## src/rtl/mem_port_arbiter.sv

```systemverilog
// mem_port_arbiter
// Shares a single memory port between the instruction-fetch requester and
// the data requester. Each access holds the bus for LATENCY cycles and then
// returns a one-cycle ready pulse to the requester that owned it.
// Data has priority, but a fetch that has waited through STARVE_LIMIT
// consecutive data grants is forced through next.

module mem_port_arbiter #(
  parameter int LATENCY      = 4,
  parameter int STARVE_LIMIT = 4
) (
  input  logic        clk,
  input  logic        reset,
  input  logic        i_req,
  input  logic [31:0] i_addr,
  output logic        i_ready,
  output logic [31:0] i_dout,
  input  logic        d_req,
  input  logic        d_write,
  input  logic [31:0] d_addr,
  input  logic [31:0] d_din,
  output logic        d_ready,
  output logic [31:0] d_dout,
  output logic [31:0] mem_addr,
  output logic [31:0] mem_din,
  output logic        mem_read,
  output logic        mem_write,
  input  logic [31:0] mem_dout
);

  localparam int CntW    = (LATENCY > 1) ? $clog2(LATENCY) : 1;
  localparam int StarveW = $clog2(STARVE_LIMIT + 1);

  typedef enum logic [1:0] {
    IDLE,
    ACCESS,
    RESP
  } state_t;

  state_t              state_q;
  logic [CntW-1:0]     cnt_q;
  logic [StarveW-1:0]  starveCnt_q;
  logic                isWrite_q;
  logic                ownerData_q;
  logic [31:0]         memAddr_q;
  logic [31:0]         memDin_q;
  logic                memRead_q;
  logic                memWrite_q;
  logic                iReady_q;
  logic                dReady_q;
  logic [31:0]         iDout_q;
  logic [31:0]         dDout_q;

  logic                fetchForced;
  logic                grantData;
  logic                grantFetch;
  logic                grantStore;
  logic [StarveW-1:0]  starveCnt_d;

  // Arbitration decision for the IDLE cycle: data wins unless fetch is starving.
  always_comb begin
    fetchForced = i_req && (starveCnt_q == StarveW'(STARVE_LIMIT));
    grantData   = d_req && !fetchForced;
    grantFetch  = i_req && !grantData;
    grantStore  = grantData && d_write;
    starveCnt_d = starveCnt_q;
    if (grantData) begin
      if (!i_req) begin
        starveCnt_d = '0;
      end else if (starveCnt_q != StarveW'(STARVE_LIMIT)) begin
        starveCnt_d = starveCnt_q + StarveW'(1);
      end
    end else if (grantFetch) begin
      starveCnt_d = '0;
    end
  end

  // Main FSM: grant in IDLE, hold the bus for LATENCY cycles, then pulse ready.
  // Every output is a register so the memory sees glitch-free controls.
  always_ff @(posedge clk) begin
    if (reset) begin
      state_q     <= IDLE;
      cnt_q       <= '0;
      starveCnt_q <= '0;
      isWrite_q   <= 1'b0;
      ownerData_q <= 1'b0;
      memAddr_q   <= '0;
      memDin_q    <= '0;
      memRead_q   <= 1'b0;
      memWrite_q  <= 1'b0;
      iReady_q    <= 1'b0;
      dReady_q    <= 1'b0;
      iDout_q     <= '0;
      dDout_q     <= '0;
    end else begin
      case (state_q)
        IDLE: begin
          memRead_q  <= 1'b0;
          memWrite_q <= 1'b0;
          if (grantData || grantFetch) begin
            state_q     <= ACCESS;
            cnt_q       <= CntW'(LATENCY - 1);
            starveCnt_q <= starveCnt_d;
            ownerData_q <= grantData;
            isWrite_q   <= grantStore;
            memAddr_q   <= grantData ? d_addr : i_addr;
            memDin_q    <= grantData ? d_din : 32'd0;
            memRead_q   <= !grantStore;
            // With a one-cycle latency the first access cycle is also the last.
            memWrite_q  <= grantStore && (LATENCY == 1);
          end
        end
        ACCESS: begin
          if (cnt_q == '0) begin
            state_q    <= RESP;
            memRead_q  <= 1'b0;
            memWrite_q <= 1'b0;
            if (ownerData_q) begin
              dReady_q <= 1'b1;
              if (!isWrite_q) begin
                dDout_q <= mem_dout;
              end
            end else begin
              iReady_q <= 1'b1;
              iDout_q  <= mem_dout;
            end
          end else begin
            cnt_q      <= cnt_q - CntW'(1);
            memWrite_q <= isWrite_q && (cnt_q == CntW'(1));
          end
        end
        RESP: begin
          state_q  <= IDLE;
          iReady_q <= 1'b0;
          dReady_q <= 1'b0;
        end
        default: begin
          state_q    <= IDLE;
          memRead_q  <= 1'b0;
          memWrite_q <= 1'b0;
          iReady_q   <= 1'b0;
          dReady_q   <= 1'b0;
        end
      endcase
    end
  end

  assign i_ready   = iReady_q;
  assign i_dout    = iDout_q;
  assign d_ready   = dReady_q;
  assign d_dout    = dDout_q;
  assign mem_addr  = memAddr_q;
  assign mem_din   = memDin_q;
  assign mem_read  = memRead_q;
  assign mem_write = memWrite_q;

endmodule
```

## config.mk

```make
export PLATFORM = sky130hd
export DESIGN_NAME = mem_port_arbiter
export DESIGN_NICKNAME = d
export VERILOG_FILES = /design/src/rtl/mem_port_arbiter.sv
export SDC_FILE = /design/constraint.sdc
export NUM_CORES = 1
export LEC_CHECK = 0
export BUFFER_PORTS_ARGS = -buffer_cell sky130_fd_sc_hd__buf_2
export CAP_MARGIN = 20
export CORE_MARGIN = 2
export CORE_UTILIZATION = 43
export CTS_BUF_LIST = sky130_fd_sc_hd__clkbuf_8
export CTS_CLUSTER_DIAMETER = 30
export CTS_CLUSTER_SIZE = 12
export DETAILED_ROUTE_END_ITERATION = 12
export HOLD_SLACK_MARGIN = 0.12
export MAX_ROUTING_LAYER = met4
export PLACE_DENSITY = 0.75
export SETUP_SLACK_MARGIN = 0.2
export SYNTH_ARGS = -nofsm -noshare
export SYNTH_HDL_FRONTEND = slang
export SYNTH_SLANG_ARGS = --single-unit
```

## constraint.sdc

```tcl
create_clock -name clk -period 1.7 [get_ports clk]
set_input_delay 0.425 -clock clk [delete_from_list [all_inputs] [get_ports clk]]
set_output_delay 0.425 -clock clk [all_outputs]
set_load 0.005 [all_outputs]
```

# After elaboration in Yosys (flattened, before gate mapping)
# Cells that the tools add are included.
# totals
in_bits	133
wordCells	75
register_bits	141
output_inout_bits	132
# classes
n_eq_ne	11
addsub	2
n_mux	23
reduce_logical	22
bitwise	4
# ops
cell	n
32-bit two-way mux	2
3-bit two-way mux	4
3-bit AND reduction	4
2-bit != test, second input constant	5
2-bit two-way mux	4
2-bit one-hot mux with 2 select lines	2
4-bit AND reduction	2
1-bit two-way mux	7
1-bit one-hot mux with 2 select lines	3
2-bit AND reduction	3
1-bit logical AND	5
2-bit by 1-bit == test with 1-bit output, second input constant	2
2-bit zero test	2
1-bit NOT	4
2-bit nonzero test	2
3-bit by 1-bit adder with 3-bit output, second input constant	1
3-bit == test, second input constant	1
1-bit zero test	3
3-bit by 2-bit != test with 1-bit output, second input constant	1
3-bit != test, second input constant	1
1-bit one-hot mux with 3 select lines	1
2-bit == test, second input constant	1
2-bit by 1-bit subtractor with 2-bit output, second input constant	1
1-bit logical OR	1

# Longest topological paths before layout
# Gate-level depths: netlist of the first run.
# depth
word_depth	9
depth_mapped	7
mapped_depth_nobuf	5

# Worst setup path before layout of the first run
# OpenSTA, ideal clock, no wires.
# synth_path
path_kind	register to register
from	reg starveCnt_q[0]
to	reg memAddr_q[31], in the netlist mem_addr[31]
path_buffers	1
synth_period_minus_slack_ns	1.428
path_stages_with_launch	7
arrival_ns	1.337
t_required_ns	1.609
path_slack_ns	0.272
cell_sequence	dfxtp_1 > inv_1 > ha_1 > nand3_1 > clkbuf_1 > nand3_1 > a311oi_1
# synth_between
elab_chain_cells	8
word_cells_on_any_way	9
cone_classes	eq/ne: 1; mux: 1; reduce/logical: 7
# synth_rtl
element	line	source
start, declared	42	logic [StarveW-1:0] starveCnt_q;
start signal, assigned	103	starveCnt_q <= starveCnt_d;
3-bit == test *	62	fetchForced = i_req && (starveCnt_q == StarveW'(STARVE_LIMIT));
1-bit logical AND *	62	
1-bit zero test *	63	grantData = d_req && !fetchForced;
1-bit logical AND *	63	
1-bit zero test	64	grantFetch = i_req && !grantData;
1-bit logical AND	64	
1-bit logical OR	100	if (grantData || grantFetch) begin
2-bit AND reduction (no line)	n/a	
end signal, assigned	106	memAddr_q <= grantData ? d_addr : i_addr;
end, declared	45	logic [31:0] memAddr_q;
# Every way passes the cells marked *; elsewhere a longest branch is shown, timed or not.
# A chain may end at the register's enable or synchronous reset.

# Worst setup path after layout of the first run
# layout_path
from	reg starveCnt_q[1]
to	reg memAddr_q[17], in the netlist mem_addr[17]
# The elaborated chain is that of the path after synthesis.

==> metrics.csv, run 1 <==
stage,metric,value,unit
final_layout,Storage cell area,2830,µm²
final_layout,cell area after layout,7810,µm²
setup_path,WP data arrival,1.80,ns
final_layout,area of the multi-input gates,2590,µm²
min_path,Min-Delay Path Depth,3,
global_routing,pin count of the biggest net entering global routing,46,
setup_path,CP Class,register to register,
floorplanning,Die ar.,14200,µm²
global_routing,Overflow after GRT,0,
global_routing,initial antenna violation count,0,
sta,Final setup viols,0,
detailed_routing,Via Count,6186,
setup_path,crit-path max FO,16,
floorplanning,core area,13100,µm²
sta,"Hold Vio Cnt, Final",0,
sta,Achievable Freq,0.689,GHz
setup_path,"slowest stage cell, crit path",dfxtp_1,
setup_path,Startpoint Class,register,
floorplanning,Initial Utilization,43.6,%
logic_synthesis,share of async-settable or async-resettable flops after synthesis,0,%
global_routing,global-route wire length before repair,27.4,mm
setup_path,crit-path max cell delay,0.33,ns
global_routing,GRT met1 Usage,31.0,%
clock_network,later-pin clock latency in the skew report,0.44,ns
final_layout,Final #Nets,1070,
power_and_ir_drop,Max IR drop VDD,0.504,mV
floorplanning,Die W,119,µm
clock_network,total CTS buffers,17,
logic_synthesis,Post-synth EDFFs,0,
logic_synthesis,number of synthesized register bits,141,
power_and_ir_drop,Clock power frac,30.8,%
clock_network,cell at the root of the clock tree,clkbuf_8,
power_and_ir_drop,Sw Pwr,0.00223,W
global_routing,met2 Resource Use GR,38.6,%
final_layout,"most common cell after layout, fill and taps aside",buf_2,
logic_synthesis,Synth Instances,694,
detailed_routing,Via density,5.52,
clock_network,Worst-path clk slew,0.08,ns
sta,period utilization,85.4,%
power_and_ir_drop,P per Cell Area,956,nW/µm²
placement,Post-DP Area,7260,µm²
setup_path,CP endpoint kind,register,
sta,slew margin rel.,76.0,%
global_routing,GR peak layer,met2,
final_layout,area grow syn2layout,36.9,%
logic_synthesis,Mapped Nets,831,
logic_synthesis,Post-synth top flop,dfxtp_1,
final_layout,Util after Layout,59.7,%
detailed_routing,drt first pass iters,5,
power_and_ir_drop,sequential power share,49.3,%
power_and_ir_drop,combinational fraction of design power,19.9,%
setup_path,R2R cell count,6,
run,Max Cap Violations,0,
setup_path,worst path cell trace,inv_1 -> ha_4 -> and3_4 -> clkbuf_16 -> o21ai_0 -> a311oi_1,
final_layout,"Cell Count, Final, Fillers Out",1121,
final_layout,antenna diode count,0,
floorplanning,Die Y,119,µm
detailed_routing,Starting DRT DRC Count,508,
logic_synthesis,synthesized area per cell,8.22,µm²
sta,crit path time final,1.45,ns
logic_synthesis,Yosys warning count,0,
placement,routability congestion estimate,0.846,
floorplanning,row count,42,
placement,Port-buffer cells,264,
logic_synthesis,Post-Syn Area,5700,µm²
sta,worst-margin pin slew,0.359,ns
clock_network,H-tree depth,4,
detailed_routing,drc violations,0,
placement,placed cell count,1084,
floorplanning,num ports,265,
final_layout,Fillers,1202,
power_and_ir_drop,Leakage,3.38,nW
min_path,Hold Path Class,primary input to register,
clock_network,Clock Path Buffers,2,
run_status,status,"complete, no violations",
sta,Worst Slack Setup Final,0.248,ns
clock_network,CTS tree,yes,
clock_network,clock sinks,141,
global_routing,gr usage total,24.6,%
setup_path,Worst EP required,2.05,ns
detailed_routing,antenna-violating nets left,0,
sta,clock skew,0.00892,ns
logic_synthesis,sequential share of the synthesized area,49.5,%
placement,post-place setup slack,0.102,ns
sta,Fin Setup TNS,0,ns
sta,Final Max Slew Viols,0,
power_and_ir_drop,Int Power,0.00524,W
global_routing,vias in the first global route,5474,
logic_synthesis,Netlist cell types,34,
detailed_routing,per-cell routed wire length,16.0,µm
final_layout,"commonest non-fill, non-tap cells in the layout","buf_2, dfxtp_1, a21oi_1, nand3_1, o21ai_0",
placement,detailed placement HPWL,11.5,mm
sta,RSZ-0062 raised after global routing,true,
final_layout,layout cells sized above 1,36.9,%
global_routing,met3 Use GR,5.41,%
power_and_ir_drop,Net Sw Frac,29.9,%
detailed_routing,Post-Route WL,17.9,mm
registers in the layout (all words and copies together) (netlist names):
name	cells
cnt_q	2
d_dout	32
d_ready	1
i_dout	32
i_ready	1
isWrite_q	1
mem_addr	32
mem_din	32
mem_read	1
mem_write	1
ownerData_q	1
starveCnt_q	3
state_q	2
cells by family after synthesis:
family / synth area share [%]
AO/OA/AOI/OAI: 26.4
AND/OR/NAND/NOR: 16.3
flip-flops: 49.5
buffers and inverters: 6.93
adder cells (fa/ha/maj): 0.878
repair_timing:
item,in CTS,in global routing
pin swaps,1,2
cloned,1,3
hold buffers,0,0
setup endpoints to repair,60,75
gates resized for setup,10,18
setup buffers,1,1
routing by layer:
layer  wire length [µm]  part of all wire, %
met5                  0                    0
met4                371                  2.1
met3               1360                  7.6
met2               8600                   48
met1               7600                   42
cell usage after synthesis, types with 2 or more instances:
| cell | number | area, µm² |
|---|---|---|
| dfxtp_1 | 141 | 2820 |
| a21oi_1 | 135 | 676 |
| nand3_1 | 99 | 495 |
| o21ai_0 | 98 | 490 |
| nand2_1 | 66 | 248 |
| clkbuf_1 | 35 | 131 |
| buf_2 | 34 | 170 |
| a311oi_1 | 32 | 280 |
| nor2_1 | 7 | 26.3 |
| inv_1 | 6 | 22.5 |
| buf_4 | 5 | 37.5 |
| ha_1 | 4 | 50.1 |
| buf_6 | 3 | 33.8 |
| nand4_1 | 3 | 18.8 |
| and3_1 | 2 | 12.5 |
| nor2_2 | 2 | 12.5 |
| nor3_1 | 2 | 10.0 |
| nor4bb_1 | 2 | 20.0 |
| o21ai_1 | 2 | 10.0 |
| or2_1 | 2 | 12.5 |
power groups by stage:
stage	sequential [W]	clock (W)	combinational [W]
6_report	0.00368	0.00230	0.00149
5_1_grt	0.00371	0.00250	0.00164
4_1_cts	0.00367	0.00235	0.00146
3_5_place_dp	0.00374	0	0.00141
3_3_place_gp	0.00374	0	0.00140
2_1_floorplan	0.00376	0	0.000749
final cells by class:
type                            count  share of cell area (%)
Sequential cell                   141                    36.2
Multi-Input combinational cell    470                    33.1
Timing Repair Buffer              297                    23.4
Clock buffer                       18                    3.17
Tap cell                          176                    2.82
Clock inverter                     13                   0.994
Inverter                            6                   0.289
path summary, 6_finish.rpt:
kind	from	to	slack, ns
worst min register to register	i_dout[16]	i_dout[16]	0.45
worst max register to register	starveCnt_q[1]	mem_addr[17]	0.25
worst max-delay path	starveCnt_q[1]	mem_addr[17]	0.25
worst min-delay path	d_din[4]	mem_din[4]	0.22
worst max-delay path: cells and delay by family, from the launching register on:
kind | cells | cell delay, ns
AO/OA/AOI/OAI | 2 | 0.33
adder cells (fa/ha/maj) | 1 | 0.15
buffers and inverters | 2 | 0.28
flip-flops | 1 | 0.33
AND/OR/NAND/NOR | 1 | 0.25
metrics by stage:
step / hold WS (ns) / power [W]
2_1_floorplan: 0.453 / 0.00451
3_3_place_gp: 0.440 / 0.00514
3_5_place_dp: 0.444 / 0.00516
4_1_cts: 0.196 / 0.00749
5_1_grt: 0.197 / 0.00784
6_report: 0.223 / 0.00746
Note: power is estimated with default switching activity, not from simulation.
==> run 2: changes to the inputs <==
Settings changed: REMOVE_ABC_BUFFERS set to 1.
==> run 2 against run 1 <==
Die area stayed put. Final cell count is 0.45% higher. Clock power is 25% higher. Via count is 1.7% higher. Utilization is 1.1 points higher. Register-to-register slack hardly changed. Largest cell class unchanged.
==> metrics.csv, run 2 (synthesized netlist as in run 1, its figures left out) <==
stage,metric,value,unit
setup_path,CP Class,register to register,
final_layout,"commonest non-fill, non-tap cells in the layout","buf_2, dfxtp_1, a21oi_1, nand3_1, o21ai_0",
floorplanning,num ports,265,
setup_path,Reg-to-Reg Start,state_q[1],
floorplanning,Die ar.,14200,µm²
final_layout,Util after Layout,60.8,%
placement,Port-buffer cells,264,
run_status,status,"complete, no violations",
detailed_routing,per-cell routed wire length,16.3,µm
detailed_routing,Via density,5.59,
detailed_routing,drt first pass iters,7,
power_and_ir_drop,total power,0.00808,W
sta,period utilization,85.4,%
setup_path,Reg-to-Reg End,i_dout[14],
placement,placed cell count,1085,
global_routing,vias in the first global route,5708,
clock_network,clock sinks,141,
floorplanning,row count,42,
final_layout,area grow syn2layout,39.5,%
clock_network,H-tree depth,4,
run,Max Cap Violations,0,
setup_path,Startpoint Class,register,
final_layout,Final #Nets,1074,
sta,clock skew,0.0138,ns
floorplanning,Initial Utilization,43.6,%
sta,slew margin rel.,61.8,%
sta,Achievable Freq,0.688,GHz
sta,Fin Setup TNS,0,ns
placement,detailed placement HPWL,11.4,mm
setup_path,Reg2Reg Setup Slack,0.25,ns
global_routing,gr usage total,25.9,%
global_routing,initial antenna violation count,0,
setup_path,CP Capture Point,i_dout[14],
detailed_routing,antenna-violating nets left,0,
detailed_routing,Starting DRT DRC Count,508,
setup_path,crit path launch,state_q[1],
floorplanning,Die W,119,µm
setup_path,crit-path max FO,8,
power_and_ir_drop,P per Cell Area,1020,nW/µm²
min_path,Hold Path Class,primary input to register,
floorplanning,Die Y,119,µm
setup_path,Worst EP required,2.08,ns
detailed_routing,Post-Route WL,18.4,mm
global_routing,global-route wire length before repair,28.9,mm
sta,final hold slack,0.224,ns
sta,Final Max Slew Viols,0,
sta,worst-margin pin slew,0.573,ns
clock_network,Clock Path Buffers,2,
final_layout,layout cells sized above 1,38.2,%
clock_network,cell at the root of the clock tree,clkbuf_8,
sta,Final setup viols,0,
setup_path,crit-path max cell delay,0.38,ns
final_layout,antenna diode count,0,
sta,crit path time final,1.45,ns
global_routing,pin count of the biggest net entering global routing,45,
power_and_ir_drop,Max IR drop VDD,0.540,mV
placement,routability congestion estimate,0.864,
clock_network,CTS tree,yes,
global_routing,Overflow after GRT,0,
setup_path,CP endpoint kind,register,
setup_path,"slowest stage cell, crit path",dfxtp_4,
clock_network,Worst-path clk slew,0.08,ns
sta,RSZ-0062 raised after global routing,true,
setup_path,R2R cell count,6,
final_layout,"Cell Count, Final, Fillers Out",1126,
detailed_routing,drc violations,0,
detailed_routing,Via Count,6289,
sta,"Hold Vio Cnt, Final",0,
clock_network,later-pin clock latency in the skew report,0.45,ns
final_layout,"most common cell after layout, fill and taps aside",buf_2,
power_and_ir_drop,Leakage,3.46,nW
setup_path,WP data arrival,1.83,ns
floorplanning,core area,13100,µm²
clock_network,total CTS buffers,17,
setup_path,worst path cell trace,buf_8 -> nor4bb_4 -> buf_4 -> bufbuf_16 -> nand2_1 -> a21oi_2,
## run 2: changes by cell type in the layout (fill, tap and decap cells not counted), sizes merged
| cell | change |
|---|---|
| buf | +6 |
| bufinv | +3 |
| clkinv | -3 |
| inv | -1 |
| bufbuf | +1 |
| clkinvlp | -1 |
## run 2: worst min path at each step
stage                       startpoint          to  cells after the start
final                     mem_dout[13]  i_dout[13]                      3
after global routing      mem_dout[13]  i_dout[13]                      3
after CTS                 mem_dout[13]  i_dout[13]                      3
after detailed placement     i_dout[0]   i_dout[0]                      2
after global placement       i_dout[5]   i_dout[5]                      2
after floorplan              i_dout[0]   i_dout[0]                      2
## run 2: worst max-delay path, delay by kind of cell (launching register included)
family / cells / cell delay [ns]
AO/OA/AOI/OAI: 1 / 0.12
buffers and inverters: 3 / 0.58
flip-flops: 1 / 0.38
AND/OR/NAND/NOR: 2 / 0.31
## run 2: cell type report
cell class	count	area, µm²
Multi-Input combinational cell	470	2600
Sequential cell	141	2830
Timing Repair Buffer	301	1860
Fill cell	1226	5130
Clock inverter	11	140
Tap cell	176	220
Clock buffer	21	289
Inverter	6	22.5
## run 2: where the power goes
group / internal [W] / switching (W)
clock: 0.00160 / 0.00127
combinational: 0.000697 / 0.000832
sequential: 0.00355 / 0.000133
total: 0.00584 / 0.00224
## run 2: metrics by stage
stage          area (µm²)  setup slack [ns]
2_1_floorplan        5330             -1.61
5_1_grt              7960             0.146
3_5_place_dp         7260            0.0496
4_1_cts              7860             0.193
6_report             7960             0.248
3_3_place_gp         7260             0.216
## run 2: timing repair
item,CTS,global route
gates resized for setup,9,28
buffers inserted,2,2
setup endpoints to repair,48,97
pin swaps,3,10
cloned,4,1
hold buffers,0,0
## run 2: per-layer routing
metal	vias to the layer above	global-route usage, %	share of wire [%]
met5	-	-	0
met4	0	9.75	2.0
met3	29	4.84	6.9
met2	292	41.0	49
met1	2983	32.9	42
li1	2985	-	-
==> run 3: changes to the inputs <==
Settings changed: ABC_AREA set to 1, CORE_UTILIZATION 43 to 49, PLACE_DENSITY 0.75 to 0.83, TNS_END_PERCENT set to 100.
==> run 3 against run 2 <==
Clock skew is 0.0071 ns lower. Worst hold slack better by 0.020 ns. Largest power group unchanged. Critical endpoint is now i_dout[22]. Clock-buffer cell count is 2 lower. Non-clock buffer count is 17 lower. Largest cell class unchanged. Via count is 1.5% lower. Sequential share of layout area is 0.38 points higher. Area after synthesis is 4.7% higher.
==> metrics.csv, run 3 <==
stage,metric,value,unit
floorplanning,core area,12000,µm²
setup_path,Worst EP required,2.03,ns
detailed_routing,Starting DRT DRC Count,529,
logic_synthesis,Post-synth EDFFs,0,
final_layout,"Cell Count, Final, Fillers Out",1261,
clock_network,CTS Hold Buffers Added,0,
sta,slew margin rel.,78.5,%
global_routing,vias in the first global route,5445,
final_layout,"most common cell after layout, fill and taps aside",buf_2,
min_path,Hold Path Class,primary input to register,
detailed_routing,Via Count,6196,
global_routing,gr usage total,24.4,%
placement,routability congestion estimate,0.834,
placement,detailed placement HPWL,10.9,mm
sta,Achievable Freq,0.691,GHz
sta,Final setup viols,0,
floorplanning,Initial Utilization,49.9,%
clock_network,later-pin clock latency in the skew report,0.44,ns
min_path,Min-Delay Path Depth,3,
floorplanning,Die ar.,13100,µm²
clock_network,H-tree depth,4,
global_routing,Overflow after GRT,0,
logic_synthesis,Post-synth top flop,dfxtp_1,
setup_path,WP data arrival,1.78,ns
logic_synthesis,share of async-settable or async-resettable flops after synthesis,0,%
setup_path,CP endpoint kind,register,
sta,"Hold Vio Cnt, Final",0,
logic_synthesis,Synth Instances,856,
sta,Final Max Slew Viols,0,
final_layout,Final #Nets,1238,
setup_path,CP Class,register to register,
sta,worst-margin pin slew,0.322,ns
floorplanning,Die Y,114,µm
detailed_routing,antenna-violating nets left,0,
run_status,status,"complete, no violations",
logic_synthesis,Post-Syn Area,5970,µm²
logic_synthesis,synthesized area per cell,6.98,µm²
sta,RSZ-0062 raised after global routing,true,
logic_synthesis,"top cells by area, synth","dfxtp_1, nor2_1, nand2_1",
clock_network,cell at the root of the clock tree,clkbuf_8,
clock_network,Clock Path Buffers,2,
detailed_routing,drc violations,0,
final_layout,area grow syn2layout,31.5,%
power_and_ir_drop,Max IR drop VDD,0.667,mV
clock_network,Worst-path clk slew,0.08,ns
floorplanning,num ports,265,
logic_synthesis,Synth area leader,dfxtp_1,
logic_synthesis,sequential share of the synthesized area,47.3,%
final_layout,layout cells sized above 1,29.5,%
power_and_ir_drop,P per Cell Area,1030,nW/µm²
clock_network,CTS tree,yes,
detailed_routing,Post-Route WL,16.1,mm
global_routing,pin count of the biggest net entering global routing,73,
setup_path,crit-path max FO,27,
global_routing,global-route wire length before repair,25.1,mm
run,Max Cap Violations,0,
logic_synthesis,Yosys warning count,0,
logic_synthesis,Synth top area share,47.3,%
detailed_routing,Via density,4.91,
floorplanning,row count,40,
detailed_routing,per-cell routed wire length,12.7,µm
sta,crit path time final,1.45,ns
logic_synthesis,Netlist cell types,23,
setup_path,R2R cell count,8,
detailed_routing,drt first pass iters,5,
sta,final hold slack,0.244,ns
setup_path,Startpoint Class,register,
clock_network,total CTS buffers,17,
logic_synthesis,number of synthesized register bits,141,
logic_synthesis,Post-synth top cells,"nor2_1, nand2_1, dfxtp_1",
sta,period utilization,85.1,%
final_layout,"commonest non-fill, non-tap cells in the layout","buf_2, nor2_1, nand2_1, dfxtp_1, inv_1",
logic_synthesis,"count leader, synth",nor2_1,
sta,clock skew,0.00669,ns
clock_network,clock sinks,141,
global_routing,initial antenna violation count,1,
placement,Port-buffer cells,264,
floorplanning,Die W,114,µm
power_and_ir_drop,Leakage,4.21,nW
placement,placed cell count,1227,
power_and_ir_drop,total power,0.00810,W
-- run 3: changes by cell type in the layout (fill, tap and decap cells not counted), moves of 4 or more --
| cell | previous run | this run |
|---|---|---|
| nor2_1 | 5 | 203 |
| nand2_1 | 65 | 181 |
| a21oi_1 | 131 | 40 |
| inv_1 | 3 | 77 |
| o21ai_0 | 96 | 30 |
| nand4_1 | 3 | 34 |
| a311oi_1 | 29 | 0 |
| nand3_1 | 98 | 71 |
| buf_4 | 18 | 7 |
| a21oi_2 | 4 | 0 |
| buf_12 | 12 | 8 |
| dfxtp_1 | 136 | 140 |
-- run 3: cell type report --
type	instances	area, µm²
flip-flops and latches	141	2820
multi-input cells	577	2520
clock inverters	12	145
inverters	80	305
diodes	1	2.50
clock buffers	19	262
fillers	1080	4110
well taps	147	184
repair buffers	284	1610
-- run 3: cell families after synthesis --
logic type	Yosys count	share of synthesized area (%)
fa+ha+maj	4	0.838
flops	141	47.3
compound gates	76	6.39
buf+inv	138	10.8
simple gates	497	34.7
-- run 3: repair_timing --
item                       4_1_cts  5_1_grt
pin swaps                        0        1
setup endpoints to repair       32       63
cloned                           0        1
resized for setup                2       13
setup buffers                    0        1
-- run 3: metal layers --
metal	wire length (µm)	share of wire, %	GRT usage [%]
met3	1410	8.8	7.20
met4	450	2.8	11.1
met1	6750	42	29.5
met5	0	0	-
met2	7440	46	37.8
-- run 3: critical path, cell delays in order (launching register included) --
cell and delay [ns]:
dfxtp_1 0.32, inv_1 0.09, ha_2 0.20, inv_1 0.05, nor2_1 0.11, nand2_2 0.12, buf_8 0.19, o21ai_0 0.18
nor2_1 0.07
-- run 3: path summary, 6_finish.rpt --
kind / start / to / slack [ns]
worst max-delay path: cnt_q[0] / i_dout[22] / 0.25
worst min-delay path: mem_dout[26] / i_dout[26] / 0.24
worst max register to register: cnt_q[0] / i_dout[22] / 0.25
worst min register to register: mem_din[14] / mem_din[14] / 0.46
-- run 3: stage by stage --
| stage | area (µm²) | TNS [ns] | utilization (%) | setup slack (ns) |
|---|---|---|---|---|
| after CTS | 7790 | 0 | 65.1 | 0.207 |
| after global routing | 7850 | 0 | 65.6 | 0.163 |
| after global placement | 7380 | 0 | 61.7 | 0.206 |
| final | 7850 | 0 | 65.6 | 0.253 |
| after floorplan | 5630 | -69.64 | - | -1.47 |
| after detailed placement | 7380 | 0 | 61.7 | 0.157 |
-- run 3: report_power, final --
| group | switching, W | total, W | internal (W) | leakage (nW) |
|---|---|---|---|---|
| clock | 0.00126 | 0.00277 | 0.00151 | 0.205 |
| sequential | 0.000151 | 0.00375 | 0.00360 | 1.15 |
| combinational | 0.000895 | 0.00158 | 0.000684 | 2.85 |
